File: src/rtl/periph_bus_bridge.sv
// periph_bus_bridge: decodes core data accesses into RAM, IO register bank and external cmd/rsp channel
module periph_bus_bridge #(
  parameter int DATA_W  = 32,
  parameter int NUM_IO  = 4,
  parameter int IO_W    = 16,
  parameter int EXT_AW  = 4,
  parameter int TIMEOUT = 255
) (
  input  logic                   clk,
  input  logic                   rst,
  input  logic                   core_sel,
  input  logic [31:0]            core_addr,
  input  logic                   core_we,
  input  logic [DATA_W/8-1:0]    core_wmask,
  input  logic [DATA_W-1:0]      core_wdata,
  output logic [DATA_W-1:0]      core_rdata,
  output logic                   core_valid,
  input  logic [DATA_W-1:0]      ram_rdata,
  output logic                   ext_cmd_valid,
  output logic                   ext_cmd_write,
  output logic [EXT_AW-1:0]      ext_cmd_addr,
  output logic [DATA_W-1:0]      ext_cmd_data,
  output logic [DATA_W/8-1:0]    ext_cmd_strb,
  input  logic                   ext_cmd_busy,
  input  logic                   ext_rsp_stb,
  input  logic [DATA_W-1:0]      ext_rsp_word,
  output logic [NUM_IO*IO_W-1:0] io_out,
  output logic                   err_timeout
);
  localparam int SW    = DATA_W / 8;
  localparam int IDX_W = $clog2(NUM_IO + 1);
  localparam int CNT_W = $clog2(TIMEOUT + 1);
  localparam logic [1:0] S_IDLE  = 2'd0;
  localparam logic [1:0] S_ISSUE = 2'd1;
  localparam logic [1:0] S_WAIT  = 2'd2;
  localparam logic [1:0] S_DONE  = 2'd3;
  logic [1:0]             state_q, state_d;
  logic [CNT_W-1:0]       cnt_q, cnt_d;
  logic [DATA_W-1:0]      rdata_q, rdata_d;
  logic                   cmd_write_q, cmd_write_d;
  logic [EXT_AW-1:0]      cmd_addr_q, cmd_addr_d;
  logic [DATA_W-1:0]      cmd_data_q, cmd_data_d;
  logic [SW-1:0]          cmd_strb_q, cmd_strb_d;
  logic [NUM_IO*IO_W-1:0] io_q, io_d;
  logic                   err_q, err_d;
  logic                   is_io, is_ext, io_wr, to_set, st_clr;
  logic [IDX_W-1:0]       idx;
  logic [DATA_W-1:0]      io_rd, bit_en;
  logic                   unused_addr;
  assign is_io       = core_sel && core_addr[31:30] == 2'b10;
  assign is_ext      = core_sel && core_addr[31:30] == 2'b11;
  assign idx         = core_addr[2 +: IDX_W];
  assign io_wr       = is_io && core_we;
  assign st_clr      = io_wr && idx == IDX_W'(NUM_IO) && core_wdata[0] && core_wmask[0];
  assign unused_addr = ^core_addr;
  for (genvar g = 0; g < SW; g++) begin : g_lane
    assign bit_en[g*8 +: 8] = {8{core_wmask[g]}};
  end
  // IO bank: byte-masked register writes and zero-extended readback, status word above the bank
  always_comb begin
    io_d  = io_q;
    io_rd = '0;
    for (int i = 0; i < NUM_IO; i++) begin
      if (idx == IDX_W'(i)) begin
        io_rd = DATA_W'(io_q[i*IO_W +: IO_W]);
        if (io_wr) io_d[i*IO_W +: IO_W] = (io_q[i*IO_W +: IO_W] & ~bit_en[IO_W-1:0]) | (core_wdata[IO_W-1:0] & bit_en[IO_W-1:0]);
      end
    end
    if (idx == IDX_W'(NUM_IO)) io_rd = DATA_W'(err_q);
  end
  // External channel FSM: capture, issue under back-pressure, wait for response or timeout, one-cycle done
  always_comb begin
    state_d     = state_q;
    cnt_d       = cnt_q;
    rdata_d     = rdata_q;
    cmd_write_d = cmd_write_q;
    cmd_addr_d  = cmd_addr_q;
    cmd_data_d  = cmd_data_q;
    cmd_strb_d  = cmd_strb_q;
    to_set      = 1'b0;
    case (state_q)
      S_IDLE: if (is_ext) begin
        state_d     = S_ISSUE;
        cmd_write_d = core_we;
        cmd_addr_d  = core_addr[EXT_AW-1:0];
        cmd_data_d  = core_wdata;
        cmd_strb_d  = core_wmask;
      end
      S_ISSUE: if (!ext_cmd_busy) begin
        state_d = S_WAIT;
        cnt_d   = '0;
      end
      S_WAIT: if (ext_rsp_stb) begin
        rdata_d = ext_rsp_word;
        state_d = S_DONE;
      end else if (cnt_q == CNT_W'(TIMEOUT - 1)) begin
        rdata_d = '1;
        to_set  = 1'b1;
        state_d = S_DONE;
      end else begin
        cnt_d = cnt_q + 1'b1;
      end
      default: state_d = S_IDLE;
    endcase
  end
  // Sticky timeout flag: a new timeout overrides a simultaneous software clear
  always_comb err_d = to_set ? 1'b1 : st_clr ? 1'b0 : err_q;
  // State registers with asynchronous active-low reset
  always_ff @(posedge clk or negedge rst) begin
    if (!rst) begin
      state_q     <= S_IDLE;
      cnt_q       <= '0;
      rdata_q     <= '0;
      cmd_write_q <= 1'b0;
      cmd_addr_q  <= '0;
      cmd_data_q  <= '0;
      cmd_strb_q  <= '0;
      io_q        <= '0;
      err_q       <= 1'b0;
    end else begin
      state_q     <= state_d;
      cnt_q       <= cnt_d;
      rdata_q     <= rdata_d;
      cmd_write_q <= cmd_write_d;
      cmd_addr_q  <= cmd_addr_d;
      cmd_data_q  <= cmd_data_d;
      cmd_strb_q  <= cmd_strb_d;
      io_q        <= io_d;
      err_q       <= err_d;
    end
  end
  assign core_valid    = is_ext ? state_q == S_DONE : 1'b1;
  assign core_rdata    = is_ext ? rdata_q : is_io ? io_rd : ram_rdata;
  assign ext_cmd_valid = state_q == S_ISSUE;
  assign ext_cmd_write = cmd_write_q;
  assign ext_cmd_addr  = cmd_addr_q;
  assign ext_cmd_data  = cmd_data_q;
  assign ext_cmd_strb  = cmd_strb_q;
  assign io_out        = io_q;
  assign err_timeout   = err_q;
endmodule

File: config.mk
export PLATFORM = sky130hd
export DESIGN_NAME = periph_bus_bridge
export DESIGN_NICKNAME = d
export VERILOG_FILES = /design/src/rtl/periph_bus_bridge.sv
export SDC_FILE = /design/constraint.sdc
export NUM_CORES = 1
export LEC_CHECK = 0
export ABC_AREA = 1
export CAP_MARGIN = 10
export CORE_UTILIZATION = 44
export DETAILED_ROUTE_END_ITERATION = 10
export PLACE_DENSITY_LB_ADDON = 0.3
export SETUP_SLACK_MARGIN = 0.3
export SYNTH_ARGS = -nofsm -noshare
export SYNTH_HDL_FRONTEND = slang
export SYNTH_SLANG_ARGS = --single-unit
File: constraint.sdc
create_clock -name clk -period 1.8 [get_ports clk]
set_input_delay 0.27 -clock clk [delete_from_list [all_inputs] [get_ports clk]]
set_output_delay 0.27 -clock clk [all_outputs]
set_load 0.05 [all_outputs]
==> impl_metrics.py, run 1 <==
metrics = {
    "yosys": {
        "syn_nets": 978,
        "synth_seq_cells": 148,
        "avgSynthCellArea_um2": 8.200,
        "synth.area.top_cells": "dfrtp_1 (54%), nand2_1 (14%), o21ai_0 (7.2%)",
        "syn-instance-count": 834,
        "synth_seq_area_share_pct": 54.15,
        "post-synth-top-area-cell": "dfrtp_1",
        "yosysWarnings": 0,
        "synth_cell_types": 25,
        "synth_top_area_share_pct": 54.15,
        "syn_area_mm2": 0.006839,
    },
    "timing": {
        "relSlewSlack_pct": 67.29,
        "finalMaxSlewViolations": 0,
        "rsz0062_at_grt": "yes",
        "tightest_slew_ps": 490.6,
        "fin_tns_setup_ps": 0,
        "period_share_pct": 99.81,
        "final-setup-viol-count": 0,
        "period_minus_slack_ps": 1797,
        "hold_viol_final": 0,
        "fin_skew_ps": 10.03,
        "fmax_mhz": 556.6,
    },
    "clocking": {
        "clk_latency_ps": 430,
        "clkTransAtPathRegs_ps": 60,
        "cts.sinks": 148,
        "cts_root_buf": "clkbuf_16",
        "htreeDepth": 4,
        "cts_buffers": 17,
        "cts-root-to-sink-buffers": 2,
        "cts_tree": "done",
    },
    "hold_path": {
        "hold_path_depth": 4,
        "holdCritStartpoint": "core_addr[3]",
        "whs_endpoint": "ext_cmd_addr[3]$_DFFE_PN0P_",
        "min_path_type": "input port to register",
    },
    "critical_path": {
        "worstRegToRegCells": 10,
        "cpMaxStageDelayCell": "nor3_4",
        "critPathTopFamily": "simple AND/OR/NAND/NOR gates",
        "end_kind": "primary output",
        "r2r-start": "state_q[1]$_DFFE_PN0P_",
        "path_cells": "buf_8 -> buf_6 -> nor3_4 -> buf_6 -> nand2_2 -> nand2_1 -> inv_1 -> nand2_1 -> nand2_2 -> nand2_2 -> buf_12",
        "cpPeakStageDelay_ps": 300,
        "cpMostUsedCell": "nand2_2",
        "r2r_slack_ps": 120,
        "path_class": "input port to primary output",
        "required_ps": 1530,
        "reg2reg_to": "cnt_q[4]$_DFFE_PN0P_",
        "critPathBufInv": 5,
        "worstSetupStartpointType": "input port",
        "worstPathArrival_ps": 1530,
        "path_max_fanout": 5,
    },
    "grt": {
        "grt_pass1_wl_mm": 39.59,
        "grt_pass1_vias": 7476,
        "track_usage_pct": 32.38,
        "grt_max_degree": 51,
        "antenna_found_initial": 1,
        "grt_overflow": 0,
    },
    "layout": {
        "final_util_pct": 84.84,
        "drive_above_1_share_pct": 44.85,
        "syn_to_final_growth_pct": 88.58,
        "fin_nets": 1326,
    },
    "power": {
        "ir_drop_v": 0.0007698,
        "power.density_mw_per_mm2": 1351,
        "power.leakage_nw": 5.956,
    },
    "detailed_routing": {
        "wl_mm": 29.62,
        "via_count": 7975,
        "first_pass_iters": 8,
        "wl_per_cell_um": 21.40,
        "drc_errors": 0,
        "ant_nets": 0,
        "viasPerCell": 5.762,
        "drt_iter0_drc": 859,
    },
    "die": {
        "initial_core_util_pct": 44.99,
        "die-area_mm2": 0.01605,
        "die_y_um": 126.7,
        "dieWidth_um": 126.7,
        "core_mm2": 0.01520,
        "ios": 278,
        "num_rows": 45,
    },
    "job": {
        "drv_cap": 0,
    },
    "placed_design": {
        "hpwlAfterDp_mm": 16.00,
        "gp_congestion": 0.9028,
        "numPortBuffers": 252,
    },
    "outcome": {
        "outcome": "finished clean",
    },
}
==> per-layer routing <==
layer / global-route usage (%) / routed length (um) / share of wire (%)
met4: 15.20 / 1450 / 4.9
met5: 0 / 0 / 0
met2: 53.95 / 14650 / 49
met3: 7.760 / 2704 / 9.1
met1: 39.89 / 10810 / 36
==> how the worst max path moves through the flow <==
| stage | startpoint | slack (ps) | endpoint | cells past startpoint |
|---|---|---|---|---|
| 6_report | core_addr[2] | 3 | core_rdata[0] | 11 |
| 5_1_grt | core_addr[2] | -60 | core_rdata[0] | 11 |
| 4_1_cts | register | 60 | core_rdata[15] | 6 |
| 3_5_place_dp | core_addr[4] | -430 | core_rdata[15] | 10 |
| 3_3_place_gp | core_addr[4] | -420 | core_rdata[15] | 10 |
| 2_1_floorplan | core_addr[2] | 230 | core_rdata[11] | 7 |
==> cell type report <==
| type | count | area (um2) |
|---|---|---|
| repair buffers | 370 | 4175 |
| multi-input cells | 595 | 3956 |
| flip-flops and latches | 148 | 3710 |
| fillers | 751 | 2305 |
| clock buffers | 22 | 474.2 |
| well taps | 188 | 235.2 |
| inverters | 50 | 196.4 |
| clock inverters | 10 | 147.6 |
| diodes | 1 | 2.502 |
==> power by group <==
group	internal, mW	total [mW]	switching (mW)	leakage, nW
combinational	3.27	8.56	5.29	3.78
clock	2.30	3.78	1.48	0.293
sequential	4.31	5.08	0.765	1.89
total	9.89	17.4	7.53	5.96
==> cell families (layout without fill, tap and decap cells) <==
logic type | after synthesis | in the layout | synth area share [%]
adder cells (fa/ha/maj) | 6 | 6 | 1.098
flip-flops | 148 | 148 | 54.15
AND/OR/NAND/NOR | 424 | 424 | 26.62
buffers and inverters | 91 | 452 | 5.379
other | 0 | 1 | 0
AO/OA/AOI/OAI | 165 | 165 | 12.75
==> synth_stat cells <==
cell type  number
nor2_1         76
inv_1          49
nor3_1         14
buf_2          15
o21bai_1        1
dfrtp_1       148
a22oi_1        16
nand2_1       246
ha_1            6
buf_4           2
nor2_4          1
o21ai_0        98
nand4_1         3
buf_1           3
clkbuf_1       21
nand3_2         8
inv_2           1
o21ai_1        48
nor3_4          3
nand3_1        59
nand2_2         2
a21oi_1         1
o2bb2ai_1       1
or2_0           2
or2_2          10
==> timing repair <==
action / 4_1_cts / 5_1_grt
setup endpoints to repair: 152 / 121
endpoints found under the hold margin: 41 / 0
buffers inserted: 34 / 10
gates cloned: 9 / 5
pin swaps: 50 / 38
hold buffers: 1 / 0
gates resized for setup: 394 / 172
==> per-stage QoR <==
step           hold slack (ps)  area (um2)  power [mW]  setup WS (ps)  cells
2_1_floorplan           -25.59        7032       8.842          234.8    834
3_3_place_gp             243.8       10390       11.28         -424.1   1292
3_5_place_dp             240.7       10390       11.43         -425.4   1292
4_1_cts                  251.6       12230       16.30          60.06   1368
5_1_grt                  275.2       12900       18.06         -58.03   1384
6_report                 247.7       12900       17.42          3.413   1384
==> layout by cell type (no fill, tap or decap), drive strengths merged, types with 4 or more instances in the layout <==
cell type | netlist | final
o21ai | 146 | 146
or2 | 12 | 12
clkinvlp | 0 | 4
nor3 | 17 | 17
nor2 | 77 | 77
nand2 | 248 | 248
clkdlybuf4s15 | 0 | 36
a22oi | 16 | 16
clkbuf | 21 | 25
clkdlybuf4s50 | 0 | 105
buf | 20 | 222
dfrtp | 148 | 148
inv | 50 | 50
ha | 6 | 6
nand3 | 67 | 67
==> worst reg2reg max path, cell delays in order (launching register included) <==
cell and delay [ps]:
dfrtp_1 450, buf_6 150, buf_6 100, ha_4 180, buf_6 120, nor2_4 30
nor2_4 130, nand3_4 120, buf_8 170, nand2_2 50, o21ai_1 60
Note: power is estimated with default switching activity, not from simulation.
==> run 2: changes to the inputs <==
--- a/config.mk
+++ b/config.mk
@@ -14,3 +14,4 @@
 export SYNTH_ARGS = -nofsm -noshare
 export SYNTH_HDL_FRONTEND = slang
 export SYNTH_SLANG_ARGS = --single-unit
+export TNS_END_PERCENT = 10
==> impl_metrics.py, run 2 (synthesis gave the netlist of run 1 again) <==
metrics = {
    "clocking": {
        "cts_root_buf": "clkbuf_16",
        "cts_buffers": 17,
        "htreeDepth": 4,
        "cts_tree": "done",
        "clk_latency_ps": 420,
        "cts-root-to-sink-buffers": 2,
        "clkTransAtPathRegs_ps": 60,
        "cts.sinks": 148,
    },
    "critical_path": {
        "cpPeakStageDelay_ps": 270,
        "cpMaxStageDelayCell": "nor3_4",
        "required_ps": 1530,
        "worstSetupStartpointType": "input port",
        "worstPathArrival_ps": 1460,
        "path_cells": "buf_6 -> buf_6 -> nor3_4 -> buf_6 -> nand2_2 -> nand2_2 -> inv_2 -> nand2_2 -> nand2_2 -> nand2_2 -> buf_12",
        "path_max_fanout": 7,
        "end_kind": "primary output",
        "path_class": "input port to primary output",
        "cpMostUsedCell": "nand2_2",
    },
    "timing": {
        "period_share_pct": 95.86,
        "tightest_slew_ps": 587.4,
        "final-setup-viol-count": 0,
        "hold_viol_final": 0,
        "fmax_mhz": 579.5,
        "timing.final.ws_setup_ps": 74.50,
        "fin_skew_ps": 5.013,
        "period_minus_slack_ps": 1725,
        "finalMaxSlewViolations": 0,
        "rsz0062_at_grt": "yes",
        "relSlewSlack_pct": 60.84,
    },
    "layout": {
        "syn_to_final_growth_pct": 74.86,
        "multi_input_area_mm2": 0.003481,
        "nFillCells": 1010,
        "drive_above_1_share_pct": 32.56,
        "antenna_cells": 0,
        "fin_nets": 1301,
        "layout_commonest_cell": "nand2_1",
        "regArea_mm2": 0.003705,
        "layout_common_cells": "nand2_1 (196), dfrtp_1 (147), buf_4 (114), clkdlybuf4s50_1 (105), o21ai_0 (68)",
    },
    "die": {
        "core_mm2": 0.01520,
        "die-area_mm2": 0.01605,
        "dieWidth_um": 126.7,
        "die_y_um": 126.7,
        "num_rows": 45,
        "initial_core_util_pct": 44.99,
        "ios": 278,
    },
    "placed_design": {
        "gp_congestion": 0.8825,
        "dp_worst_setup_slack_ps": -477.5,
        "hpwlAfterDp_mm": 15.65,
        "numPortBuffers": 252,
    },
    "hold_path": {
        "min_path_type": "input port to register",
    },
    "grt": {
        "grt_max_degree": 58,
        "grt_pass1_wl_mm": 36.38,
        "grt_overflow": 0,
        "grt_pass1_vias": 6942,
        "antenna_found_initial": 0,
        "track_usage_pct": 29.60,
    },
    "detailed_routing": {
        "viasPerCell": 5.355,
        "wl_mm": 24.07,
        "drc_errors": 0,
        "drt_iter0_drc": 668,
        "wl_per_cell_um": 17.72,
        "via_count": 7272,
        "ant_nets": 0,
        "first_pass_iters": 5,
    },
    "power": {
        "ir_drop_v": 0.0007533,
        "p_total_mw": 16.03,
        "power.leakage_nw": 5.805,
        "power.density_mw_per_mm2": 1341,
    },
    "outcome": {
        "outcome": "finished clean",
    },
    "job": {
        "drv_cap": 0,
    },
}
==> run 2: changes by cell type in the layout (fill, tap and decap cells not counted), moves of 17 or more <==
cell,delta
nor2_4,-22
o21ai_0,+49
o21ai_1,-17
o21ai_2,-28
dlygate4sd2_1,+50
nor2_1,+28
clkdlybuf4s15_2,-35
==> run 2: per-stage QoR <==
stage	cells	util [%]	setup TNS, ps	hold slack (ps)	area, um2
2_1_floorplan	834	-	0	-25.59	7012
3_3_place_gp	1289	67.98	-11850	282.3	10330
3_5_place_dp	1289	67.98	-15900	286.2	10330
4_1_cts	1346	75.96	0	308.5	11550
5_1_grt	1358	78.67	0	356.6	11960
6_report	1358	78.67	0	324.6	11960
==> run 2: path summary, 6_finish.rpt <==
path / from / endpoint / slack, ps / depth (start not counted)
setup / recovery: core_addr[2] / core_rdata[0] / 70 / 11
hold / removal: core_addr[3] / ext_cmd_addr[3]$_DFFE_PN0P_ / 320 / 4
setup reg to reg: state_q[0]$_DFFE_PN0P_ / cnt_q[0]$_DFFE_PN0P_ / 110 / 8
hold reg to reg: ext_cmd_addr[0]$_DFFE_PN0P_ / ext_cmd_addr[0]$_DFFE_PN0P_ / 460 / 2
max in group asynchronous: rst / cnt_q[2]$_DFFE_PN0P_ / 740 / 3
min in group asynchronous: rst / ext_cmd_data[10]$_DFFE_PN0P_ / 380 / 2
==> run 2: final cells by class <==
class                      instances  share of cell area, %
multi-input combinational        595                  29.11
sequential                       148                  30.98
timing repair buffer             345                  30.64
clock buffer                      20                  3.819
clock inverter                    12                  1.873
tap                              188                  1.967
inverter                          50                  1.611
==> run 2: routing by layer <==
| metal | part of all wire, % | track usage (%) | up-vias |
|---|---|---|---|
| li1 | - | - | 3401 |
| met5 | 0 | 0 | - |
| met4 | 2.7 | 11.27 | 0 |
| met2 | 50 | 49.76 | 317 |
| met3 | 7.7 | 8.140 | 49 |
| met1 | 40 | 36.44 | 3505 |
==> run 2: power by group <==
group	switching, mW	internal [mW]	leakage [nW]	total, mW
logic	4.63	2.43	3.58	7.06
clock network	1.40	2.68	0.331	4.08
registers	0.583	4.31	1.89	4.89
==> run 2: what timing repair did <==
| action | 4_1_cts | 5_1_grt |
|---|---|---|
| setup endpoints to repair | 144 | 170 |
| resized for setup | 179 | 79 |
| buffers inserted | 22 | 9 |
| cloned | 2 | 3 |
| pin swaps | 42 | 18 |
| hold buffers | 1 | 0 |
| hold endpoints to repair | 54 | 0 |
==> run 2: worst max-delay path: cells and delay by family <==
| kind | cells | cell delay (ps) |
|---|---|---|
| buffers and inverters | 5 | 600 |
| and+or+nand+nor | 6 | 590 |
